--- src/rtl/counter_run_controller.sv ---
// Front-panel counter sequencer: button conditioning, rate prescaler
// and run/pause/alarm control for the up/down counter datapath.
module counter_run_controller #(
  parameter int DIV        = 50_000_000,
  parameter int DEB_CYCLES = 1_000_000,
  parameter int BUZ_TICKS  = 3
) (
  input  logic       Clk,
  input  logic       reset,
  input  logic       btn_start,
  input  logic       btn_stop,
  input  logic       btn_load,
  input  logic       btn_clear,
  input  logic       mode_up,
  input  logic       wrap,
  output logic       tick_en,
  output logic       count_up,
  output logic       load_req,
  output logic       clear_req,
  output logic       buz,
  output logic [1:0] state
);

  localparam int PW = $clog2(DIV);
  localparam int DW = $clog2(DEB_CYCLES + 1);
  localparam int BW = $clog2(BUZ_TICKS + 1);

  typedef enum logic [1:0] {
    IDLE  = 2'b00,
    RUN   = 2'b01,
    PAUSE = 2'b10,
    ALARM = 2'b11
  } state_t;

  state_t          st;
  logic [4:0]      raw;
  logic [4:0]      s1;
  logic [4:0]      s2;
  logic [4:0]      lvl;
  logic [3:0]      lvl_d;
  logic [3:0]      ev;
  logic [DW-1:0]   dcnt [5];
  logic [PW-1:0]   pre;
  logic [BW-1:0]   bcnt;
  logic            tick;
  logic            run_like;
  logic            start_ev;
  logic            stop_ev;
  logic            load_ev;
  logic            clear_ev;

  assign raw = {mode_up, btn_clear, btn_load,
                btn_stop, btn_start};

  assign start_ev = ev[0];
  assign stop_ev  = ev[1];
  assign load_ev  = ev[2];
  assign clear_ev = ev[3];

  assign tick     = (pre == PW'(DIV - 1));
  assign run_like = (st == RUN) || (st == ALARM);
  assign state    = st;

  // Level accepted only after DEB_CYCLES unbroken disagreeing samples.
  always_ff @(posedge Clk or posedge reset) begin
    if (reset) begin
      s1    <= '0;
      s2    <= '0;
      lvl   <= '0;
      lvl_d <= '0;
      ev    <= '0;
      for (int i = 0; i < 5; i++)
        dcnt[i] <= '0;
    end else begin
      s1    <= raw;
      s2    <= s1;
      lvl_d <= lvl[3:0];
      ev    <= lvl[3:0] & ~lvl_d;
      for (int i = 0; i < 5; i++) begin
        if (s2[i] == lvl[i]) begin
          dcnt[i] <= '0;
        end else if (dcnt[i] == DW'(DEB_CYCLES - 1)) begin
          dcnt[i] <= '0;
          lvl[i]  <= s2[i];
        end else begin
          dcnt[i] <= dcnt[i] + DW'(1);
        end
      end
    end
  end

  always_ff @(posedge Clk or posedge reset) begin
    if (reset) begin
      pre <= '0;
    end else if (clear_ev || st == IDLE) begin
      pre <= '0;
    end else if (run_like) begin
      pre <= tick ? '0 : pre + PW'(1);
    end
  end

  always_ff @(posedge Clk or posedge reset) begin
    if (reset) begin
      st        <= IDLE;
      tick_en   <= 1'b0;
      load_req  <= 1'b0;
      clear_req <= 1'b0;
      buz       <= 1'b0;
      count_up  <= 1'b1;
      bcnt      <= '0;
    end else begin
      tick_en   <= run_like & tick & ~clear_ev;
      load_req  <= 1'b0;
      clear_req <= 1'b0;
      if (st == IDLE || st == PAUSE)
        count_up <= lvl[4];
      unique case (st)
        IDLE: begin
          if (clear_ev)
            clear_req <= 1'b1;
          else if (start_ev)
            st <= RUN;
          else if (load_ev)
            load_req <= 1'b1;
        end
        RUN: begin
          if (clear_ev) begin
            st        <= IDLE;
            clear_req <= 1'b1;
          end else if (stop_ev) begin
            st <= PAUSE;
          end else if (wrap) begin
            st   <= ALARM;
            buz  <= 1'b1;
            bcnt <= '0;
          end
        end
        PAUSE: begin
          if (clear_ev) begin
            st        <= IDLE;
            clear_req <= 1'b1;
          end else if (start_ev) begin
            st <= RUN;
          end else if (load_ev) begin
            load_req <= 1'b1;
          end
        end
        ALARM: begin
          if (clear_ev) begin
            st        <= IDLE;
            buz       <= 1'b0;
            clear_req <= 1'b1;
          end else if (stop_ev) begin
            st  <= PAUSE;
            buz <= 1'b0;
          end else if (wrap) begin
            bcnt <= '0;
          end else if (tick) begin
            if (bcnt == BW'(BUZ_TICKS - 1)) begin
              st   <= RUN;
              buz  <= 1'b0;
              bcnt <= '0;
            end else begin
              bcnt <= bcnt + BW'(1);
            end
          end
        end
        default: st <= IDLE;
      endcase
    end
  end

endmodule
--- config.mk ---
export PLATFORM = sky130hd
export DESIGN_NAME = counter_run_controller
export DESIGN_NICKNAME = d
export VERILOG_FILES = /design/src/rtl/counter_run_controller.sv
export SDC_FILE = /design/constraint.sdc
export NUM_CORES = 1
export LEC_CHECK = 0
export BUFFER_PORTS_ARGS = -buffer_cell sky130_fd_sc_hd__buf_2
export CAP_MARGIN = 5
export CORE_ASPECT_RATIO = 0.75
export CORE_UTILIZATION = 50
export CTS_CLUSTER_SIZE = 20
export DETAILED_ROUTE_END_ITERATION = 10
export MAX_ROUTING_LAYER = met4
export PLACE_DENSITY = 0.7
export SYNTH_ARGS = -nofsm -noshare
export SYNTH_HDL_FRONTEND = slang
export SYNTH_SLANG_ARGS = --single-unit
--- constraint.sdc ---
create_clock -name Clk -period 7.06 [get_ports Clk]
set_clock_uncertainty 0.15 [all_clocks]
set_input_delay 2.118 -clock Clk [delete_from_list [all_inputs] [get_ports Clk]]
set_output_delay 2.118 -clock Clk [all_outputs]
set_load 0.02 [all_outputs]
Word-level counts from Yosys, hierarchy flattened:

Cells that the tools add are included.

* multiply operators: 0
* shifts and indexed selects: 0
* mux-type cells: 49
* eq/ne operators: 26
* magnitude comparators: 0
* add/subtract/negate cells: 7
* bitwise operators: 10
* reductions and logical operators: 16
* divide/modulo/power cells: 0

Operator list (count)
* 20-bit two-way mux: 10
* 20-bit by 1-bit adder with 20-bit output, second input constant: 5
* 20-bit equality test, second input constant: 5
* 26-bit two-way mux: 3
* 2-bit two-way mux: 19
* 26-bit by 1-bit adder with 26-bit output, second input constant: 1
* 26-bit equality test, second input constant: 1
* 1-bit two-way mux: 14
* 7-bit AND reduction: 2
* 2-bit != test, second input constant: 6
* 4-bit != test, second input constant: 3
* 2-bit AND reduction: 5
* 2-bit case mux with 4 select lines: 1
* 2-bit equality test, second input constant: 3
* 1-bit NOT: 6
* 1-bit equality test: 5
* 5-bit AND reduction: 1
* 4-bit AND: 1
* 4-bit by 3-bit != test with 1-bit output, second input constant: 1
* 4-bit NOT: 1
* 2-bit case mux with 2 select lines: 1
* 2-bit nonzero test: 2
* 4-bit OR reduction: 1
* 1-bit logical OR: 3
* 7 further kinds: 8

* bits in latches: 0
* bits in registers: 158
* logic and storage cells: 130
* memories kept: 0
* bits in read-only memories: 0
* RAM bits: 0

Depth between registers and ports, before layout:

Gate-level depths: netlist of run 1.

* depth in word-level cells: 7
* mapped depth: 7
* mapped depth without buffers: 6

Least setup slack after synthesis of run 1:

Ideal clock, no wire load.

* kind: reg-to-output
* start: register count_up
* end: output count_up
* cell stages (with the launch flop): 1
* required time: 4.792 ns
* arrival: 0.560 ns
* slack: 4.232 ns
* path buffers: 0
* cells stage by stage: dfstp_2

RTL lines
* start: declaration: line 17 `output logic count_up,`
* start signal: assignment: line 116 `count_up <= lvl[4];`

No word-level cell between the ends.

Worst setup path in the final report of run 1:

* start: register st[0] (netlist: state[0])
* end: output state[0]

RTL lines
* start: declaration: line 35 `state_t st;`
* start signal: assignment: line 104 `st <= IDLE;`
* start signal: assignment: line 122 `st <= RUN;`
* start signal: assignment: line 128 `st <= IDLE;`
* end: declaration: line 21 `output logic [1:0] state`

No word-level cell between the ends.

==> summary.md, run 1 <==
| Metric | Value |
|---|---|
| Num CTS Buffers | `17` |
| Netlist cell types | `approximately 50` |
| # IOs | `15` |
| Die Width | `roughly 140 um` |
| Seq/Total Area, Yosys | `0.543` |
| Worst path slowest cell | `dfrtp_1` |
| Setup_tns | `0 ns` |
| Delay of the slowest critical-path stage | `around 0.64 ns` |
| Endpoints failing setup | `0` |
| #FFs+latches synth | `158` |
| CP Cell Sequence | `buf_2` |
| Starting Density | `0.521` |
| First-pass GRT wire length | `approximately 23000 um` |
| Die Height | `roughly 110 um` |
| CTS Sinks | `roughly 160` |
| Met2 wire len | `between 5000 and 6000 um` |
| Mapped Avg Cell Area | `10.3 um^2` |
| Overflow after GRT | `0` |
| Static leakage | `about 0.0036 uW` |
| Power density cells | `roughly 230 nW/um^2` |
| Max cap viols | `0` |
| Place WS | `~3.3 ns` |
| Primary FF master, synth | `dfrtp_1` |
| FF+latch area | `3960 um^2` |
| Cells after Synth | `around 710` |
| Area delta synth->final | `11.2%` |
| Via count | `a little under 5000` |
| Vias in the first global route | `around 4800` |
| Hold_buf cts | `0` |
| CP delay by family, top | `flip-flops` |
| GRT Total Usage | `0.197` |
| Peak VDD IR | `~160 uV` |
| Synthesized Nets | `roughly 700` |
| Multi-input logic area | `approximately 3200 um^2` |
| Run status | `complete, no violations` |
| EDFF count, synth | `0` |
| Unrepaired setup endpoints after global routing | `false` |
| Min cycle time layout | `approximately 3.6 ns` |
| Core area | `~14000 um^2` |
| CP Capture Type | `primary output` |
| Post-CTS resize count | `0` |
| Setup CP Type | `flip-flop to primary output` |
| WP data arrival | `approximately 1.3 ns` |
| Wire length on met1 | `6560 um` |
| Final worst setup slack | `between 3 and 4 ns` |
| FP Rows | `37` |
| RePlAce Congestion | `~0.81` |
| Fin area | `just over 8000 um^2` |
| I/O Buffers | `14` |
| WHS | `about 0.20 ns` |
| Top Metal Used | `met4` |
| Reg clk slew, reported paths | `around 0.060 ns` |
| Remaining DRCs | `0` |
| Asr flop ratio synth | `1.00` |
| Largest net degree at the start of global routing | `111` |
| Fmax | `278 MHz` |
| Worst Path Buf+Inv | `1` |
| Final nets | `approximately 740` |
| Starting DRT DRC Count | `between 200 and 300` |
| Post-Place Cell Area | `about 7500 um^2` |
| Final Hold Violating Endpoints | `0` |
| YS warnings | `0` |
| Die area | `15000 um^2` |
| Max Slew Vio Count | `0` |
| Worst skew pair latency | `around 0.42 ns` |
| Slew HR | `0.372` |
| Tcrit/Tclk final | `0.509` |
| Via density per instance | `roughly 5.2` |
| First-pass DRT Iterations | `5` |
| Antenna Nets Post-Route | `0` |
| H-tree depth | `4` |
| Post-DP HPWL | `between 8000 and 9000 um` |
| Setup bufs post-CTS | `0` |
| CTS Buffer Depth | `2` |
| Initial antenna violation count | `0` |
| Fin util | `0.579` |
| CTS tree | `done` |
| CP max FO | `13` |
| Layout cell share with drive strength beyond 1 | `0.107` |
| Worst slew pin tran | `0.933 ns` |
| Met3 WL | `between 200 and 250 um` |
| Number of antenna diodes | `0` |
| Critical path required time | `roughly 4.8 ns` |
| Avg WL per Cell | `13.7 um` |
| HP Class | `flip-flop to flip-flop` |
| Cell Area, Synth | `7280 um^2` |
| Startpoint types | `flip-flop` |
| Fill cells | `around 1200` |
| WL final | `12800 um` |
| Root buffer cell | `clkbuf_16` |
==> cells in the mapped netlist, types with 10 or more instances <==
library cell  count  area, um^2
dfrtp_1         157        3930
nor2_1          138         518
xor2_1           80         701
nand3_1          61         305
nand2_1          49         184
xnor2_1          38         333
nand4_1          24         150
nor3_1           18        90.1
inv_1            15        56.3
nor4_1           15        93.8
and3_1           13        81.3
nor2_2           10        62.6
==> power by group <==
part	switching (uW)	internal, uW	leakage (uW)
combinational	33.7	10.7	0.00115
sequential	8.90	915	0.00216
clock	368	506	0.000270
total	410	1430	0.00357
==> flip-flops by register name, summed over array words and instances (netlist names), 2 cells and up <==
name,flops
bcnt,2
dcnt,100
ev,4
lvl,5
lvl_d,4
pre,26
s1,5
s2,5
state,2
==> through the flow <==
step,instances,total power (uW)
final,935,1840
after global routing,935,1910
after CTS,935,1860
after detailed placement,903,987
after global placement,903,984
after floorplan,707,974
==> routing by layer <==
| layer | track usage | up-vias |
|---|---|---|
| met3 | 0.0405 | 7 |
| met4 | 0.0784 | 0 |
| li1 | - | 2418 |
| met2 | 0.290 | 48 |
| met1 | 0.269 | 2390 |
| met5 | - | - |
==> path summary, 6_finish.rpt <==
| kind | slack (ns) | startpoint | cells past startpoint | endpoint |
|---|---|---|---|---|
| max | 3.47 | state[0] | 1 | state[0] |
| min | 0.20 | s1[4] | 0 | s2[4] |
| max reg2reg | 4.54 | pre[10] | 5 | pre[17] |
| min reg2reg | 0.20 | s1[4] | 0 | s2[4] |
| max in group asynchronous | 3.83 | reset | 3 | dcnt[13] |
| min in group asynchronous | 1.77 | reset | 2 | bcnt[0] |
==> kinds of logic (layout without fill, tap and decap cells) <==
group                      after synthesis  in the layout  synth area share
buffers and inverters                   29             62            0.0184
adders and majority gates                6              6            0.0103
and+or+nand+nor                        373            373             0.258
xor gates and xnor gates               118            118             0.142
AOI/OAI and AO/OA                       16             16            0.0163
DFF                                    158            158             0.543
muxes                                    7              7            0.0113
==> final cells by class <==
type | instances | share of cell area
timing repair buffer | 15 | 0.00958
clock inverter | 12 | 0.0139
clock buffer | 20 | 0.0564
inverter | 15 | 0.00757
multi-input combinational | 520 | 0.394
tap | 195 | 0.0301
sequential | 158 | 0.488
==> cells in the final DEF, fill, tap and decap left out, types with 3 or more instances in the layout <==
cell and count:
nor2_1 138, and3_1 13, nor4_1 15, inv_1 14, o21ai_0 3, nand2_1 49
nand3_1 61, nor2b_1 6, ha_1 6, nand4b_1 3, or2_2 4, clkinv_2 3
mux2_2 6, buf_2 14, clkinvlp_4 4, clkbuf_16 17, nand4_1 24, nor3_1 18
nor2_2 10, nor4b_1 3, xor2_1 80, or4b_1 3, and4_1 5, nand2b_1 5
a21oi_1 3, dfrtp_1 157, xnor2_1 38
Note: power is estimated with default switching activity, not from simulation.
==> inputs of run 2 (changes only) <==
--- a/config.mk
+++ b/config.mk
@@ -12,7 +12,7 @@
 export CTS_CLUSTER_SIZE = 20
 export DETAILED_ROUTE_END_ITERATION = 10
 export MAX_ROUTING_LAYER = met4
-export PLACE_DENSITY = 0.7
+export PLACE_DENSITY = 0.72
 export SYNTH_ARGS = -nofsm -noshare
 export SYNTH_HDL_FRONTEND = slang
 export SYNTH_SLANG_ARGS = --single-unit
==> constraint.sdc (replaced) <==
create_clock -name Clk -period 2.92 [get_ports Clk]
set_clock_uncertainty 0.15 [all_clocks]
set_input_delay 0.876 -clock Clk [delete_from_list [all_inputs] [get_ports Clk]]
set_output_delay 0.876 -clock Clk [all_outputs]
set_load 0.02 [all_outputs]
==> run 2 against run 1 <==
First-iteration DRC count is 34% higher; critical path type is now flip-flop to flip-flop; critical endpoint is now dcnt[5]; via count is 3.1% higher; combinational power grew to 2.6 times the previous value.
==> summary.md, run 2 (synthesis gave the netlist of run 1 again) <==
| Metric | Value |
|---|---|
| Post-DP HPWL | `between 8000 and 9000 um` |
| Via density per instance | `approximately 5.3` |
| Place WS | `about 0.65 ns` |
| CTS tree | `done` |
| Internal | `3610 uW` |
| Power density cells | `roughly 560 nW/um^2` |
| Core area | `~14000 um^2` |
| Slew HR | `0.430` |
| CP Capture Type | `flip-flop` |
| Sw power | `between 1000 and 1500 uW` |
| Remaining DRCs | `0` |
| Reg clk slew, reported paths | `~0.070 ns` |
| Overflow after GRT | `0` |
| Layout cell share with drive strength beyond 1 | `0.115` |
| HP Class | `flip-flop to flip-flop` |
| H-tree depth | `4` |
| Max Slew Vio Count | `0` |
| Hold_buf cts | `0` |
| Initial antenna violation count | `0` |
| Most flops, register | `dcnt` |
| FP Rows | `37` |
| WP data arrival | `2.44 ns` |
| Setup CP Type | `flip-flop to flip-flop` |
| WHS | `just over 0.2 ns` |
| Number of antenna diodes | `0` |
| Most frequent cells in the layout | `dfrtp_1 (157), nor2_1 (138), xor2_1 (80)` |
| Via count | `between 5000 and 6000` |
| CTS Sinks | `158` |
| Switching share of total power | `0.220` |
| Commonest non-fill, non-tap cell in the layout | `dfrtp_1` |
| Comb pwr share | `0.025` |
| WL final | `between 10000 and 15000 um` |
| Max cap viols | `0` |
| Run status | `complete, no violations` |
| Final worst setup slack | `just over 0.6 ns` |
| Final nets | `748` |
| Area delta synth->final | `12.9%` |
| Post-CTS resize count | `0` |
| Static leakage | `0.00363 uW` |
| Fmax | `roughly 430 MHz` |
| GRT Total Usage | `0.203` |
| Die Width | `around 140 um` |
| First-pass DRT Iterations | `5` |
| Min cycle time layout | `2.30 ns` |
| Starting DRT DRC Count | `385` |
| Startpoint types | `flip-flop` |
| Die area | `about 15000 um^2` |
| Starting Density | `0.521` |
| Unrepaired setup endpoints after global routing | `false` |
| Max FFs per register | `100` |
| Die Height | `~110 um` |
| Setup bufs post-CTS | `0` |
| CP Cell Sequence | `or4b_1 -> nor4_1 -> and3_1 -> nand2b_1 -> buf_4 -> nor2_1` |
| Peak VDD IR | `about 370 uV` |
| First-pass GRT wire length | `23500 um` |
| # IOs | `15` |
| Vias in the first global route | `between 5000 and 6000` |
| Tcrit/Tclk final | `0.788` |
| Num CTS Buffers | `17` |
| CTS Buffer Depth | `2` |
| Antenna Nets Post-Route | `0` |
| Sequential Power Share | `0.483` |
| Avg WL per Cell | `~14 um` |
| Worst slew pin tran | `~0.85 ns` |
| Endpoints failing setup | `0` |
| Largest registers | `dcnt x100, pre x26` |
| Root buffer cell | `clkbuf_16` |
| Final Hold Violating Endpoints | `0` |
| Clock power share | `0.492` |
| Delay of the slowest critical-path stage | `0.53 ns` |
| Worst path slowest cell | `or4b_1` |
| Worst skew pair latency | `0.42 ns` |
| RePlAce Congestion | `approximately 0.8` |
| Fin util | `0.588` |
| CP max FO | `11` |
| I/O Buffers | `14` |
| Critical path required time | `about 3 ns` |
| Largest net degree at the start of global routing | `85` |
[run 2: power by group through the flow]
stage	Combinational, uW	Sequential, uW	Clock (uW)
after floorplan	84.7	2270	0
after global placement	113	2270	0
after detailed placement	118	2280	0
after CTS	119	2230	2330
after global routing	136	2240	2430
final	114	2230	2280
[run 2: worst paths after layout]
path                       cells after the start        to  slack (ns)     start
max in group asynchronous                      3  count_up        1.79     reset
setup reg to reg                               6   dcnt[5]        0.62  dcnt[15]
hold reg to reg                                0     s2[0]        0.20     s1[0]
hold / removal                                 0     s2[0]        0.20     s1[0]
setup / recovery                               6   dcnt[5]        0.62  dcnt[15]
min in group asynchronous                      3     s1[0]        0.43     reset
[run 2: per-stage QoR]
step                      instance area (um^2)  total power [uW]  std cells  setup TNS, ns
after CTS                                 8220              4680        942              0
after detailed placement                  7600              2390        910              0
after floorplan                           7280              2350        707         -16.65
final                                     8220              4630        942              0
after global routing                      8220              4800        942              0
after global placement                    7600              2390        910              0
[run 2: per-layer routing]
layer | track usage | vias up | share of wire
met5 | - | - | 0
met4 | 0.0784 | 0 | 0.013
met3 | 0.0351 | 15 | 0.022
met2 | 0.324 | 56 | 0.49
met1 | 0.261 | 2511 | 0.48
li1 | - | 2434 | -
[run 2: worst max-delay path: cells and delay by family (launching register included)]
| family | cells | cell delay, ns |
|---|---|---|
| and+or+nand+nor | 5 | 1.38 |
| buffers and inverters | 1 | 0.25 |
| DFF | 1 | 0.40 |
[run 2: cell type report]
cell class | count | area [um^2]
Multi-Input combinational cell | 520 | 3190
Clock buffer | 18 | 429
Clock inverter | 14 | 184
Sequential cell | 158 | 3960
Timing Repair Buffer | 22 | 155
Fill cell | 1180 | 5760
Inverter | 15 | 60.1
Tap cell | 195 | 244
==> inputs of run 3 (changes only) <==
==> constraint.sdc (replaced) <==
create_clock -name Clk -period 2.05 [get_ports Clk]
set_clock_uncertainty 0.15 [all_clocks]
set_input_delay 0.615 -clock Clk [delete_from_list [all_inputs] [get_ports Clk]]
set_output_delay 0.615 -clock Clk [all_outputs]
set_load 0.02 [all_outputs]
==> run 3 against run 2 <==
Critical endpoint is now dcnt[85]; setup slack worse by 0.66 ns; die area did not move; combinational power up 91%; power rose by 44%; maximum frequency up 9.9%; critical path type unchanged; highest routed layer unchanged; clock power rose by 44%; the flow now finishes with violations (negative setup slack); count of clock-buffer cells in the layout up 3.
==> summary.md, run 3 (synthesis gave the netlist of run 1 again) <==
| Metric | Value |
|---|---|
| Run status | `finished with violations` |
| Failing checks | `negative setup slack` |
| Via count | `~5200` |
| FP Rows | `37` |
| Power density cells | `around 760 nW/um^2` |
| Final nets | `about 790` |
| Unrepaired setup endpoints after global routing | `true` |
| Vias in the first global route | `roughly 5200` |
| Via density per instance | `around 5.3` |
| Delay of the slowest critical-path stage | `0.55 ns` |
| Cell count after placement | `approximately 950` |
| I/O Buffers | `14` |
| Starting Density | `0.521` |
| CP Capture Type | `flip-flop` |
| Setup CP Type | `flip-flop to flip-flop` |
| H-tree depth | `4` |
| Worst hold start | `mode_up` |
| Most frequent cells in the layout | `dfrtp_1 (157), nor2_1 (121), xor2_1 (80)` |
| Endpoints failing setup | `27` |
| Worst Path Buf+Inv | `1` |
| CTS tree | `done` |
| Die Width | `around 140 um` |
| Reg clk slew, reported paths | `0.06 ns` |
| Starting DRT DRC Count | `245` |
| R2R setup slack | `-0.04 ns` |
| Worst Hold End | `s1[4]` |
| Largest registers | `dcnt x100, pre x26` |
| Number of cells on the worst hold path | `1` |
| Slew HR | `0.654` |
| WP data arrival | `roughly 2.3 ns` |
| CTS Sinks | `roughly 160` |
| First-pass GRT wire length | `roughly 24000 um` |
| Most flops, register | `dcnt` |
| Max Slew Vio Count | `0` |
| Number of antenna diodes | `0` |
| Worst slew pin tran | `approximately 0.52 ns` |
| CP delay by family, top | `simple AND/OR/NAND/NOR gates` |
| RePlAce Congestion | `just under 0.9` |
| First-pass DRT Iterations | `4` |
| Avg WL per Cell | `about 15 um` |
| Num CTS Buffers | `17` |
| Area delta synth->final | `21.4%` |
| HP Class | `input pin to flip-flop` |
| Antenna Nets Post-Route | `0` |
| Static leakage | `roughly 0.004 uW` |
| Total chip power | `~6700 uW` |
| Layout cell share with drive strength beyond 1 | `0.198` |
| CP Cell Sequence | `or4_4 -> nor4_4 -> and3_4 -> nand2b_4 -> clkbuf_16 -> nor2_1` |
| Overflow after GRT | `0` |
| Die Height | `106 um` |
| Critical path required time | `between 2 and 2.5 ns` |
| Min cycle time layout | `between 2 and 2.5 ns` |
| Startpoint types | `flip-flop` |
| Max FFs per register | `100` |
| Peak VDD IR | `between 500 and 600 uV` |
| Commonest non-fill, non-tap cell in the layout | `dfrtp_1` |
| Max cap viols | `0` |
| Fmax | `approximately 480 MHz` |
| Tcrit/Tclk final | `1.02` |
| GRT Total Usage | `0.209` |
| Final Hold Violating Endpoints | `0` |
| Non-Filler Instances | `987` |
| Worst path slowest cell | `or4_4` |
| Final worst setup slack | `-0.0423 ns` |
| Hold_buf cts | `0` |
| Critical Path Source | `dcnt[92]` |
| Root buffer cell | `clkbuf_16` |
| Reg-to-reg critical path startpoint | `dcnt[92]` |
| # IOs | `15` |
| CP max FO | `5` |
| Worst skew pair latency | `0.42 ns` |
| Post-DP HPWL | `9160 um` |
| Largest net degree at the start of global routing | `95` |
| Initial antenna violation count | `0` |
| RR Endpoint | `dcnt[85]` |
| WL final | `between 10000 and 15000 um` |
| CTS Buffer Depth | `2` |
| Core area | `around 14000 um^2` |
| FF-to-FF path depth | `6` |
| Die area | `roughly 15000 um^2` |
| Remaining DRCs | `0` |
-- run 3: cell types whose count changed in the layout (fill, tap and decap cells not counted), moves of 4 or more --
cell,delta
nor2_2,+13
buf_4,+35
nor2_4,+4
buf_12,+7
nor2_1,-17
-- run 3: where the power goes --
group          internal (uW)  switching, uW  leakage, uW
clock                   2060           1220     0.000294
sequential              3150           31.1      0.00216
combinational           82.5            136      0.00146
total                   5300           1390      0.00392
-- run 3: worst register-to-register path, cell delays in order (launching register included) --
cell and delay [ns]:
dfrtp_1 0.40, or4_4 0.55, nor4_4 0.27, and3_4 0.22
nand2b_4 0.17, clkbuf_16 0.17, nor2_1 0.05
-- run 3: final cells by class --
cell class              count  area (um^2)
clock buffers              21          450
multi-input cells         520         3330
inverters                  15         60.1
well taps                 195          244
fillers                  1095         5150
clock inverters            10          163
repair buffers             68          631
flip-flops and latches    158         3960
-- run 3: worst max-delay path by stage --
stage                     depth (start not counted)       end
after CTS                                         6   dcnt[2]
after global placement                            5       buz
final                                             6  dcnt[85]
after floorplan                                   1   bcnt[0]
after global routing                              6  dcnt[85]
after detailed placement                          6  dcnt[11]
-- run 3: repair_timing --
action                                 4_1_cts  5_1_grt
endpoints found under the hold margin        0        0
setup endpoints to repair                   47       69
pin swaps                                    4       18
cloned                                       0        4
buffers inserted                             2        2
resized for setup                            8       27
-- run 3: metal layers --
layer | up-vias | GRT usage | routed length, um
met5 | - | - | 0
met4 | 0 | 0.0745 | 185
met3 | 16 | 0.0459 | 452
met2 | 75 | 0.335 | 7060
met1 | 2611 | 0.264 | 6750
li1 | 2527 | - | -
-- run 3: through the flow --
step / worst slack (ns) / cell area (um^2) / utilization / setup TNS, ns / hold WS [ns]
after global placement: 0.0345 / 7980 / 0.571 / 0 / 0.182
after detailed placement: -0.0602 / 7980 / 0.571 / -1.05 / 0.189
final: -0.0423 / 8830 / 0.632 / -0.379 / 0.148
after global routing: -0.0935 / 8830 / 0.632 / -3.09 / 0.131
after CTS: -0.0257 / 8650 / 0.619 / -0.0451 / 0.131
after floorplan: -0.715 / 7280 / - / -112.49 / 0.181
